`config.mk`:
```
export PLATFORM = sky130hd
export DESIGN_NAME = updown_sweep_ctrl
export DESIGN_NICKNAME = d
export VERILOG_FILES = /design/src/rtl/updown_sweep_ctrl.sv
export SDC_FILE = /design/constraint.sdc
export NUM_CORES = 1
export LEC_CHECK = 0
export BUFFER_PORTS_ARGS = -buffer_cell sky130_fd_sc_hd__buf_4
export CORE_MARGIN = 2
export CORE_UTILIZATION = 40
export DETAILED_ROUTE_END_ITERATION = 10
export SLEW_MARGIN = 20
export SYNTH_ARGS = -nofsm -noshare
export SYNTH_HDL_FRONTEND = slang
export SYNTH_SLANG_ARGS = --single-unit
```
`constraint.sdc`:
```
create_clock -name clk -period 3 [get_ports clk]
set_input_delay 0.45 -clock clk [delete_from_list [all_inputs] [get_ports clk]]
set_output_delay 0.45 -clock clk [all_outputs]
set_load 0.02 [all_outputs]
```
`src/rtl/updown_sweep_ctrl.sv`:
```
`default_nettype none
// +----------------------------------------------------------------------+
// | Module  : updown_sweep_ctrl                                          |
// | Brief   : Drives clear/step/direction of a WIDTH-bit up/down counter |
// |           so it sweeps lo->hi->lo for npass passes, tracks a shadow  |
// |           position and flags any divergence of the counter output.   |
// | Revision: 1.0  initial release                                       |
// +----------------------------------------------------------------------+
module updown_sweep_ctrl #(
   parameter int WIDTH  = 4,
   parameter int PASS_W = 4
) (
   input  logic              clk,
   input  logic              rst,      // active-low, asynchronous
   input  logic              start,
   input  logic              abort,
   input  logic [WIDTH-1:0]  lo,
   input  logic [WIDTH-1:0]  hi,
   input  logic [PASS_W-1:0] npass,
   input  logic [WIDTH-1:0]  q,
   output logic              clr,
   output logic              t,
   output logic              up_down,
   output logic [WIDTH-1:0]  pos,
   output logic              busy,
   output logic              done,
   output logic              err,
   output logic              mism
);

   typedef enum logic [2:0] {
      S_IDLE = 3'd0,
      S_CLR  = 3'd1,
      S_PRE  = 3'd2,
      S_UP   = 3'd3,
      S_DOWN = 3'd4,
      S_DONE = 3'd5
   } state_t;

   state_t             state;
   state_t             state_nxt;

   logic [WIDTH-1:0]   lo_r;
   logic [WIDTH-1:0]   hi_r;
   logic [PASS_W-1:0]  npass_r;
   logic [PASS_W-1:0]  pass_cnt;
   logic [PASS_W-1:0]  pass_inc;
   logic [WIDTH-1:0]   pos_step;
   logic               start_ok;
   logic               accept;
   logic               stepping;
   logic               checking;

   // Request qualification, shadow-position lookahead and pass increment.
   always_comb begin
      start_ok = (lo < hi) && (npass != '0);
      accept   = (state == S_IDLE) && start && start_ok;
      stepping = (state == S_PRE) || (state == S_UP) || (state == S_DOWN);
      checking = stepping || (state == S_DONE);
      // Direction is derived from the state, not from up_down, to keep the
      // lookahead independent of the output decode below.
      pos_step = (state == S_DOWN) ? (pos - WIDTH'(1)) : (pos + WIDTH'(1));
      pass_inc = pass_cnt + PASS_W'(1);
   end

   // State register.
   always_ff @(posedge clk or negedge rst) begin
      if (!rst) state <= S_IDLE;
      else      state <= state_nxt;
   end

   // Next-state logic and Moore output decode. Transitions look at the
   // position the counter will hold after this edge (pos_step).
   always_comb begin
      state_nxt = state;
      clr       = 1'b0;
      t         = 1'b0;
      up_down   = 1'b1;
      busy      = 1'b0;
      done      = 1'b0;
      case (state)
         S_IDLE: begin
            if (accept) state_nxt = S_CLR;
         end
         S_CLR: begin
            clr  = 1'b1;
            busy = 1'b1;
            if (abort)             state_nxt = S_IDLE;
            else if (lo_r != '0)   state_nxt = S_PRE;
            else                   state_nxt = S_UP;
         end
         S_PRE: begin
            t    = 1'b1;
            busy = 1'b1;
            if (abort)                 state_nxt = S_IDLE;
            else if (pos_step == lo_r) state_nxt = S_UP;
         end
         S_UP: begin
            t    = 1'b1;
            busy = 1'b1;
            if (abort)                 state_nxt = S_IDLE;
            else if (pos_step == hi_r) state_nxt = S_DOWN;
         end
         S_DOWN: begin
            t       = 1'b1;
            up_down = 1'b0;
            busy    = 1'b1;
            if (abort) begin
               state_nxt = S_IDLE;
            end else if (pos_step == lo_r) begin
               if (pass_inc == npass_r) state_nxt = S_DONE;
               else                     state_nxt = S_UP;
            end
         end
         S_DONE: begin
            busy      = 1'b1;
            done      = 1'b1;
            state_nxt = S_IDLE;
         end
         default: state_nxt = S_IDLE;
      endcase
   end

   // Sweep parameters, shadow position, pass count, error pulse and the
   // sticky mismatch flag.
   always_ff @(posedge clk or negedge rst) begin
      if (!rst) begin
         lo_r     <= '0;
         hi_r     <= '0;
         npass_r  <= '0;
         pass_cnt <= '0;
         pos      <= '0;
         err      <= 1'b0;
         mism     <= 1'b0;
      end else begin
         err <= (state == S_IDLE) && start && !start_ok;

         if (accept) begin
            lo_r     <= lo;
            hi_r     <= hi;
            npass_r  <= npass;
            pass_cnt <= '0;
            mism     <= 1'b0;
         end else if (checking && (q != pos)) begin
            mism <= 1'b1;
         end

         // An abort freezes the shadow position where it stands.
         if (!abort) begin
            if (state == S_CLR)  pos <= '0;
            else if (stepping)   pos <= pos_step;
         end

         if ((state == S_DOWN) && !abort && (pos_step == lo_r))
            pass_cnt <= pass_inc;
      end
   end

endmodule
`default_nettype wire

```
# ---- Word-level counts from Yosys, hierarchy flattened
# Cells that the tools add are included.
dict set report op_classes {
  bitwise_logic 1
  order_cmp 1
  reduce_logical 22
  mux 23
  add_sub_neg 3
  n_eq_ne 13
}
# op count
set ops {}
lappend ops {{$mux 3} 8}
lappend ops {{$mux 4} 5}
lappend ops {{$pmux 3 s5} 1}
lappend ops {{$eq 4x4->1} 3}
lappend ops {{$ne 3x2->1 const B} 3}
lappend ops {{$add 4x1->4 const B} 2}
lappend ops {{$mux 1} 8}
lappend ops {{$reduce_bool 4->1} 2}
lappend ops {{$logic_and 1x1->1} 7}
lappend ops {{$eq 3x2->1 const B} 2}
lappend ops {{$eq 3x3->1 const B} 2}
lappend ops {{$reduce_bool 2->1} 3}
lappend ops {{$reduce_or 5->1} 1}
lappend ops {{$lt 4x4->1} 1}
lappend ops {{$ne 4x4->1} 1}
lappend ops {{$reduce_and 4->1} 1}
lappend ops {{$sub 4x1->4 const B} 1}
lappend ops {{$eq 3x1->1 const B} 1}
lappend ops {{$logic_not 3->1} 1}
lappend ops {{$logic_or 1x1->1} 3}
lappend ops {{$reduce_or 3->1} 1}
lappend ops {{$logic_not 1->1} 2}
lappend ops {{$mux 2} 1}
lappend ops {{$ne 2x2->1 const B} 1}
lappend ops {{2 further kinds} 2}
dict set report totals {
  wordCells 71
  regBits 25
  output_inout_bits 11
}

# ---- Longest topological paths before layout
# Gate-level depths: netlist (run 1).
dict set report depth {
  word_depth 7
  mapped_depth 10
  depth_no_buf 10
}

# ---- Worst setup path before layout (run 1)
# Ideal clock, no wire load.
dict set report synth_path {
  path_type {register to register}
  start {register state[2]}
  end {register state[2]}
  path_stages_with_launch 11
  arrival_time_ps 2312
  t_required_ps 2875
  setup_slack_ps 563
  path_cell_list {dfrtp_1 > nor3b_4 > inv_2 > xnor2_1 > ha_1 > xor2_1 > nor2_1 > o211a_4 > nor4_4 > nor3b_2 > mux2_4}
}
dict set report synth_via {
  elab_chain_len 5
  word_cells_on_any_way 16
  classes_between {eq/ne (10); mux (2); reduce/logical (4)}
}
# element line
set synth_lines {}
lappend synth_lines {{from (decl)} 40} ;# state_t state;
lappend synth_lines {{from (signal assigned)} 69} ;# else state <= state_nxt;
lappend synth_lines {{$eq 3x3->1 / $logic_not 3->1 (equally long branches)} {62, 81, 57}}
lappend synth_lines {{$mux 4 / $logic_and 1x1->1 (equally long branches)} {62, 57}}
lappend synth_lines {{$eq 4x4->1 (tied with other cells)} {96, 110}}
lappend synth_lines {{$ne 3x2->1 (no line) / $ne 2x2->1 (equally long branches)} -}
lappend synth_lines {{$reduce_and 4->1 (no line)} -}
# Parallel ways exist; a longest one is shown, timed or not.
# A chain may end at the register's enable or synchronous reset.

# ---- Worst setup path after layout (run 1)
dict set report layout_path {
  start {register state[0]}
  end {register state[2]}
}
# Same word-level chain as after synthesis.

==> results of run 1 <==
==> layout make-up <==
cell class | count | area (um2) | area share (%)
Clock buffer | 4 | 45.0 | 2.35
Inverter | 7 | 26.3 | 1.37
Multi-Input combinational cell | 114 | 903 | 47.2
Sequential cell | 25 | 626 | 32.7
Tap cell | 48 | 60.1 | 3.14
Timing Repair Buffer | 34 | 255 | 13.3
==> per-layer routing <==
layer / vias to the layer above / track usage [%]
li1: 602 / -
met1: 594 / 23.8
met2: 33 / 28.6
met3: 7 / 2.36
met4: 0 / 7.65
met5: - / 0
==> logic make-up (layout without fill, tap and decap cells) <==
logic type                 Yosys count  in the layout  share of synthesized area [%]
xor gates and xnor gates            24             24                           13.2
buffers and inverters               15             45                           3.70
adders and majority gates            7              7                           5.36
DFF                                 25             25                           39.4
muxes                               12             12                           8.75
and+or+nand+nor                     41             41                           16.5
AOI/OAI and AO/OA                   30             30                           13.1
==> cells in the mapped netlist, types with 2 or more instances <==
cell type	number	area share, %
a21oi_1	4	1.3
a22o_1	2	1.1
and2_1	2	0.79
and3_1	3	1.2
buf_2	2	0.63
clkbuf_1	6	1.4
dfrtp_1	25	39
ha_1	6	4.7
inv_1	6	1.4
mux2_2	11	7.8
nand2_1	5	1.2
nand3_1	4	1.3
nor2_1	5	1.2
nor2b_1	3	1.2
nor3_1	6	1.9
nor4_1	2	0.79
o21ai_0	12	3.8
o31ai_1	3	1.4
xnor2_1	19	10
xor2_1	5	2.8
==> per-stage QoR <==
step	utilization, %	instance area (um2)
floorplan	-	1590
global placement	50.0	1870
detailed placement	50.0	1870
CTS	51.2	1920
global route	51.2	1920
finish	51.2	1920
==> where the power goes <==
| group | total [mW] | switching, mW | internal [mW] |
|---|---|---|---|
| sequential | 0.580 | 0.121 | 0.459 |
| clock | 0.206 | 0.110 | 0.0953 |
| combinational | 0.908 | 0.455 | 0.453 |
| total | 1.69 | 0.687 | 1.01 |
==> sequential cells by signal, summed over array words and instances (netlist names) <==
name,cells
lo_r,4
hi_r,4
mism,1
err,1
pass_cnt,4
npass_r,4
pos,4
state,3
==> worst min path at each step <==
stage,to,slack [ns],cells after the start,startpoint
2_1_floorplan,err,0.15,0,rst
3_3_place_gp,pos[0],0.37,1,rst
3_5_place_dp,pos[2],0.38,1,rst
4_1_cts,pos[1],0.08,1,rst
5_1_grt,pos[0],0.08,1,rst
6_report,pos[2],0.06,1,rst
==> metrics.txt, run 1 <==
Inst Count DP 228; most common cell after layout, fill and taps aside buf_4; worst endpoint required time 3.17 ns; largest net degree at the start of global routing 26; Ports 31; Die X 67.0 um; DR WL met3 165 um; post-DP HPWL 2650 um; post-CTS setup buffers 0; final hold slack 0.0641 ns; Max rail drop VDD 0.412 mV; last element of the critical path state[2]; critical path, cell by cell nor3b_4 > ha_1 > and3_1 > o21ai_2 > and2_1 > xnor2_1 > a41o_1 > nor3b_2 > mux2_4; library cells used by synthesis 43; root buf cell clkbuf_8; post-synthesis sequential area ratio 39.4%; Hold Buf Count CTS 0; Post-Syn Instances 154; RSZ-0062 raised after global routing false; DR WL/cell 14.7 um; final wirelength 3420 um; pwr dens 885 nW/um2; critical path depth in cells 9; Reg clk slew, reported paths 0.09 ns; Detail Route Antenna Nets 0; Final Slew Violations 0; initial antenna violation count 0; # DRC 0; Avg Cell Area, Syn 10.3 um2; post-cts resize count 0; first-pass GRT wire length 6040 um; Layout Area Growth over Synthesis 20.6%; post-route setup slack 0.339 ns; critical path type register to register; Highest Signal Layer met4; fraction of layout cells with a size suffix above 1 33.2%; crit-path leading delay family simple AND/OR/NAND/NOR gates; #FFs+latches synth 25; routed wl met2 1570 um; setup TNS 0 ns; worst-path maximum fanout 5; Final nets 211; Total Power 1.69 mW; Filler Cells Inserted 368; Die H 67.0 um; type of element capturing the critical path register; CTS sink count 25; reg2reg end state[2]; reg-to-reg setup timing slack 0.34 ns; antenna cell count 0; TritonCTS clock tree built; fin cells 232; final setup vio count 0; delay of the slowest cell on the worst path 0.42 ns; top_reg_cell synth dfrtp_1; Slew @ Worst Pin 0.524 ns; r2r startpoint state[0]; initial core utilization 42.4%; Slew HR 64.8%; CP Buf/Inv Count 0; CP max-delay cell dfrtp_1; critical path startpoint category register; I/O Buffers 30; wl on met1 1610 um; number of global-route vias before repair 1,318; outcome completed; Core Box Area 3740 um2; crit path from state[0]; Total Routing Usage GR 17.8%; gpl congestion 0.867; clk buf depth 2; routed via count 1,236; clk_lat worst skew 0.27 ns; most frequent cells in the layout buf_4, dfrtp_1, xnor2_1, o21ai_0, mux2_2; cts bufs inserted 3; fin crit period 2.66 ns; GR Overflow Total 0; HP Class input pin to async pin; synthesized area 1590 um2; Final Skew 0.00141 ns; Via density 5.33; FF-to-FF path depth 9; Final Hold Vio Count 0; EDFF count, synth 0; Die Area 4490 um2; static leakage 0.845 nW; Tcrit/Tclk final 88.7%; H-tree depth 1; first-pass iteration count of the detailed router 4; number of DRC markers in iteration 0 39; Rows 22; CP arrival 2.83 ns; pre-CTS WS 0.385 ns; MaxCap Viol Count 0; Post-synth ARST share 100%; syn nets 180; achievable clock frequency 376 MHz; Yosys warnings 0
(Power assumes the default switching activity.)
==> inputs of run 2 (changes only) <==
- CORE_MARGIN: 2 -> default
==> metrics.txt, run 2 (synthesized netlist as in run 1, its figures left out) <==
outcome completed; Core Box Area 3740 um2; I/O Buffers 30; Reg clk slew, reported paths 0.08 ns; post-cts resize count 0; Final nets 211; clk buf depth 2; number of global-route vias before repair 1,331; worst-path maximum fanout 5; type of element capturing the critical path register; initial core utilization 42.4%; post-CTS setup buffers 0; number of DRC markers in iteration 0 62; critical path startpoint category register; Final Skew 0.00454 ns; fin crit period 2.60 ns; Tcrit/Tclk final 86.5%; first-pass iteration count of the detailed router 4; cts bufs inserted 3; post-DP HPWL 2620 um; largest net degree at the start of global routing 26; initial antenna violation count 0; final wirelength 3350 um; Die X 65.0 um; worst endpoint required time 3.15 ns; achievable clock frequency 385 MHz; Filler Cells Inserted 355; # DRC 0; Die H 65.0 um; Total Routing Usage GR 18.7%; Ports 31; H-tree depth 1; root buf cell clkbuf_8; CP arrival 2.75 ns; Detail Route Antenna Nets 0; critical path type register to register; first-pass GRT wire length 6060 um; most frequent cells in the layout buf_4, dfrtp_1, xnor2_1, o21ai_0, mux2_2; routed via count 1,229; static leakage 0.845 nW; Max rail drop VDD 0.406 mV; final hold slack 0.0689 ns; HP Class input pin to async pin; antenna cell count 0; Hold Buf Count CTS 0; Final Hold Vio Count 0; clk_lat worst skew 0.27 ns; Rows 22; pwr dens 885 nW/um2; Final Slew Violations 0; gpl congestion 0.868; Die Area 4230 um2; fin area 1920 um2; Slew HR 66.0%; Layout Area Growth over Synthesis 20.6%; most common cell after layout, fill and taps aside buf_4; Via density 5.30; Total Power 1.70 mW; fraction of layout cells with a size suffix above 1 33.2%; DR WL/cell 14.4 um; fin util 51.2%; placed cell area 1870 um2; CTS sink count 25; MaxCap Viol Count 0; Slew @ Worst Pin 0.507 ns; final setup vio count 0; RSZ-0062 raised after global routing false; setup TNS 0 ns; TritonCTS clock tree built; GR Overflow Total 0
==> run 2: path summary, 6_finish.rpt <==
| check | from | end | slack (ns) | cells after the start |
|---|---|---|---|---|
| hold / removal | rst | pos[2] | 0.07 | 1 |
| setup reg to reg | state[0] | state[2] | 0.40 | 9 |
| hold reg to reg | hi_r[3] | hi_r[3] | 0.51 | 2 |
| setup / recovery | state[0] | state[2] | 0.40 | 9 |
| min in group clk | lo[0] | lo_r[0] | 0.42 | 2 |
| max in group asynchronous | rst | pass_cnt[2] | 2.68 | 1 |
==> run 2: metal layers <==
layer  global-route usage (%)  part of all wire (%)
met5                        0                     0
met4                     7.50                   2.0
met3                     2.46                   4.0
met2                     32.2                    47
met1                     23.5                    47
==> run 2: worst max-delay path, stage by stage (launching register included) <==
cell     delay [ns]
dfrtp_1        0.41
nor3b_4        0.31
ha_1           0.34
and3_1         0.20
o21ai_2        0.14
and2_1         0.22
xnor2_1        0.14
a41o_1         0.22
nor3b_2        0.20
mux2_4         0.31
==> run 2: final cells by class <==
| class | instances | area [um2] | share of cell area (%) |
|---|---|---|---|
| flip-flops and latches | 25 | 626 | 32.7 |
| inverters | 7 | 26.3 | 1.37 |
| clock buffers | 4 | 45.0 | 2.35 |
| multi-input cells | 114 | 903 | 47.2 |
| well taps | 48 | 60.1 | 3.14 |
| repair buffers | 34 | 255 | 13.3 |
==> run 2: through the flow <==
step                      worst slack (ns)  instances
after CTS                            0.403        232
after global placement               0.491        228
final                                0.404        232
after floorplan                      0.563        154
after global routing                 0.218        232
after detailed placement             0.426        228
==> run 2: power breakdown <==
part,total (mW),switching (mW),internal [mW]
sequential,0.582,0.122,0.459
clock,0.197,0.102,0.0949
combinational,0.916,0.463,0.454
total,1.70,0.688,1.01
==> inputs of run 3 (changes only) <==
- clock period: 3 -> 2.6 ns (I/O delays scaled with it)
==> metrics.txt, run 3 (synthesized netlist as in run 1, its figures left out) <==
GR Overflow Total 0; routed via count 1,263; Detail Route Antenna Nets 0; Comb pwr share 54.8%; largest net degree at the start of global routing 26; CTS sink count 25; crit path from state[1]; first-pass iteration count of the detailed router 4; post-DP HPWL 2610 um; type of element capturing the critical path register; TritonCTS clock tree built; final setup vio count 0; RSZ-0062 raised after global routing false; setup TNS 0 ns; Clk pwr share 11.7%; gpl congestion 0.818; reg-to-reg setup timing slack 0.11 ns; Total Power 2.00 mW; sw frac 40.2%; number of global-route vias before repair 1,292; Slew HR 68.2%; initial antenna violation count 0; r2r startpoint state[1]; outcome completed; HP Class input pin to async pin; Highest Signal Layer met4; initial core utilization 42.4%; MaxCap Viol Count 0; final hold slack 0.00595 ns; fin crit period 2.49 ns; CP arrival 2.65 ns; cts bufs inserted 3; Max rail drop VDD 0.433 mV; Tcrit/Tclk final 95.8%; Final Hold Vio Count 0; antenna cell count 0; clk_lat worst skew 0.27 ns; static leakage 0.873 nW; worst endpoint required time 2.75 ns; Final nets 215; H-tree depth 1; pwr dens 1020 nW/um2; clk buf depth 2; number of DRC markers in iteration 0 65; fraction of layout cells with a size suffix above 1 36.2%; Int Pwr 1.20 mW; DR WL/cell 14.3 um; Final Skew 0.00853 ns; final wirelength 3360 um; Die Area 4230 um2; Final Slew Violations 0; DR WL met3 151 um; routed wl met2 1550 um; achievable clock frequency 401 MHz; Slew @ Worst Pin 0.474 ns; Via density 5.35; worst-path maximum fanout 5; wl on met1 1640 um; fin area 1970 um2; first-pass GRT wire length 5740 um; critical path startpoint category register; Sw Pwr 0.804 mW; Total Routing Usage GR 17.5%; Layout Area Growth over Synthesis 24.0%; placed cell area 1890 um2; Ports 31; Core Box Area 3740 um2; FF-to-FF path depth 11; # DRC 0; Rows 22; Hold Buf Count CTS 0; most common cell after layout, fill and taps aside buf_4; I/O Buffers 30; root buf cell clkbuf_8; Die H 65.0 um; register share of total power 33.5%; most frequent cells in the layout buf_4, dfrtp_1, xnor2_1, o21ai_0, mux2_2; Die X 65.0 um; critical path type register to register; Reg clk slew, reported paths 0.09 ns
## run 3: cell count changes in the layout (fill, tap and decap cells not counted)
cell / before / now
ha_1: 6 / 5
and2_1: 2 / 1
buf_4: 34 / 38
xnor2_2: 0 / 1
ha_4: 0 / 1
and2_4: 0 / 1
xnor2_1: 19 / 18
## run 3: worst max-delay path, stage by stage, from the launching register on
cell     delay [ns]
dfrtp_1        0.42
nor3b_4        0.19
buf_4          0.17
inv_2          0.05
xnor2_1        0.12
ha_1           0.35
xor2_1         0.16
nor2_1         0.15
o211a_4        0.21
nor4_4         0.05
nor3b_2        0.20
mux2_4         0.31
## run 3: timing repair
item,in CTS,in global routing
resized for setup,0,3
setup endpoints to repair,0,2
buffers inserted,0,2
## run 3: final cells by class
class	count	area, um2
clock buffers	4	45.0
fillers	370	1780
inverters	7	26.3
multi-input cells	114	926
flip-flops and latches	25	626
well taps	48	60.1
repair buffers	38	285
## run 3: final timing paths
kind	endpoint
max in group asynchronous	npass_r[3]
setup reg to reg	state[2]
min in group clk	lo_r[0]
hold / removal	pos[1]
hold reg to reg	hi_r[2]
setup / recovery	state[2]
## run 3: power groups by stage
stage          sequential, mW  combinational [mW]  clock, mW
6_report                0.671                1.10      0.233
5_1_grt                 0.691                1.20      0.253
2_1_floorplan           0.669               0.759          0
3_3_place_gp            0.673                1.06          0
3_5_place_dp            0.681                1.07          0
4_1_cts                 0.673                1.08      0.238
## run 3: per-layer routing
metal / up-vias / track usage, %
met5: - / 0
met4: 0 / 4.72
met3: 2 / 1.76
met2: 37 / 29.2
met1: 609 / 23.9
li1: 615 / -
## run 3: stage by stage
step,utilization [%],std cells,worst slack (ns)
final,52.6,236,0.108
after global routing,52.6,236,0.0244
after CTS,51.6,234,0.00998
after detailed placement,50.4,230,0.0234
after global placement,50.4,230,0.110
after floorplan,-,154,0.163
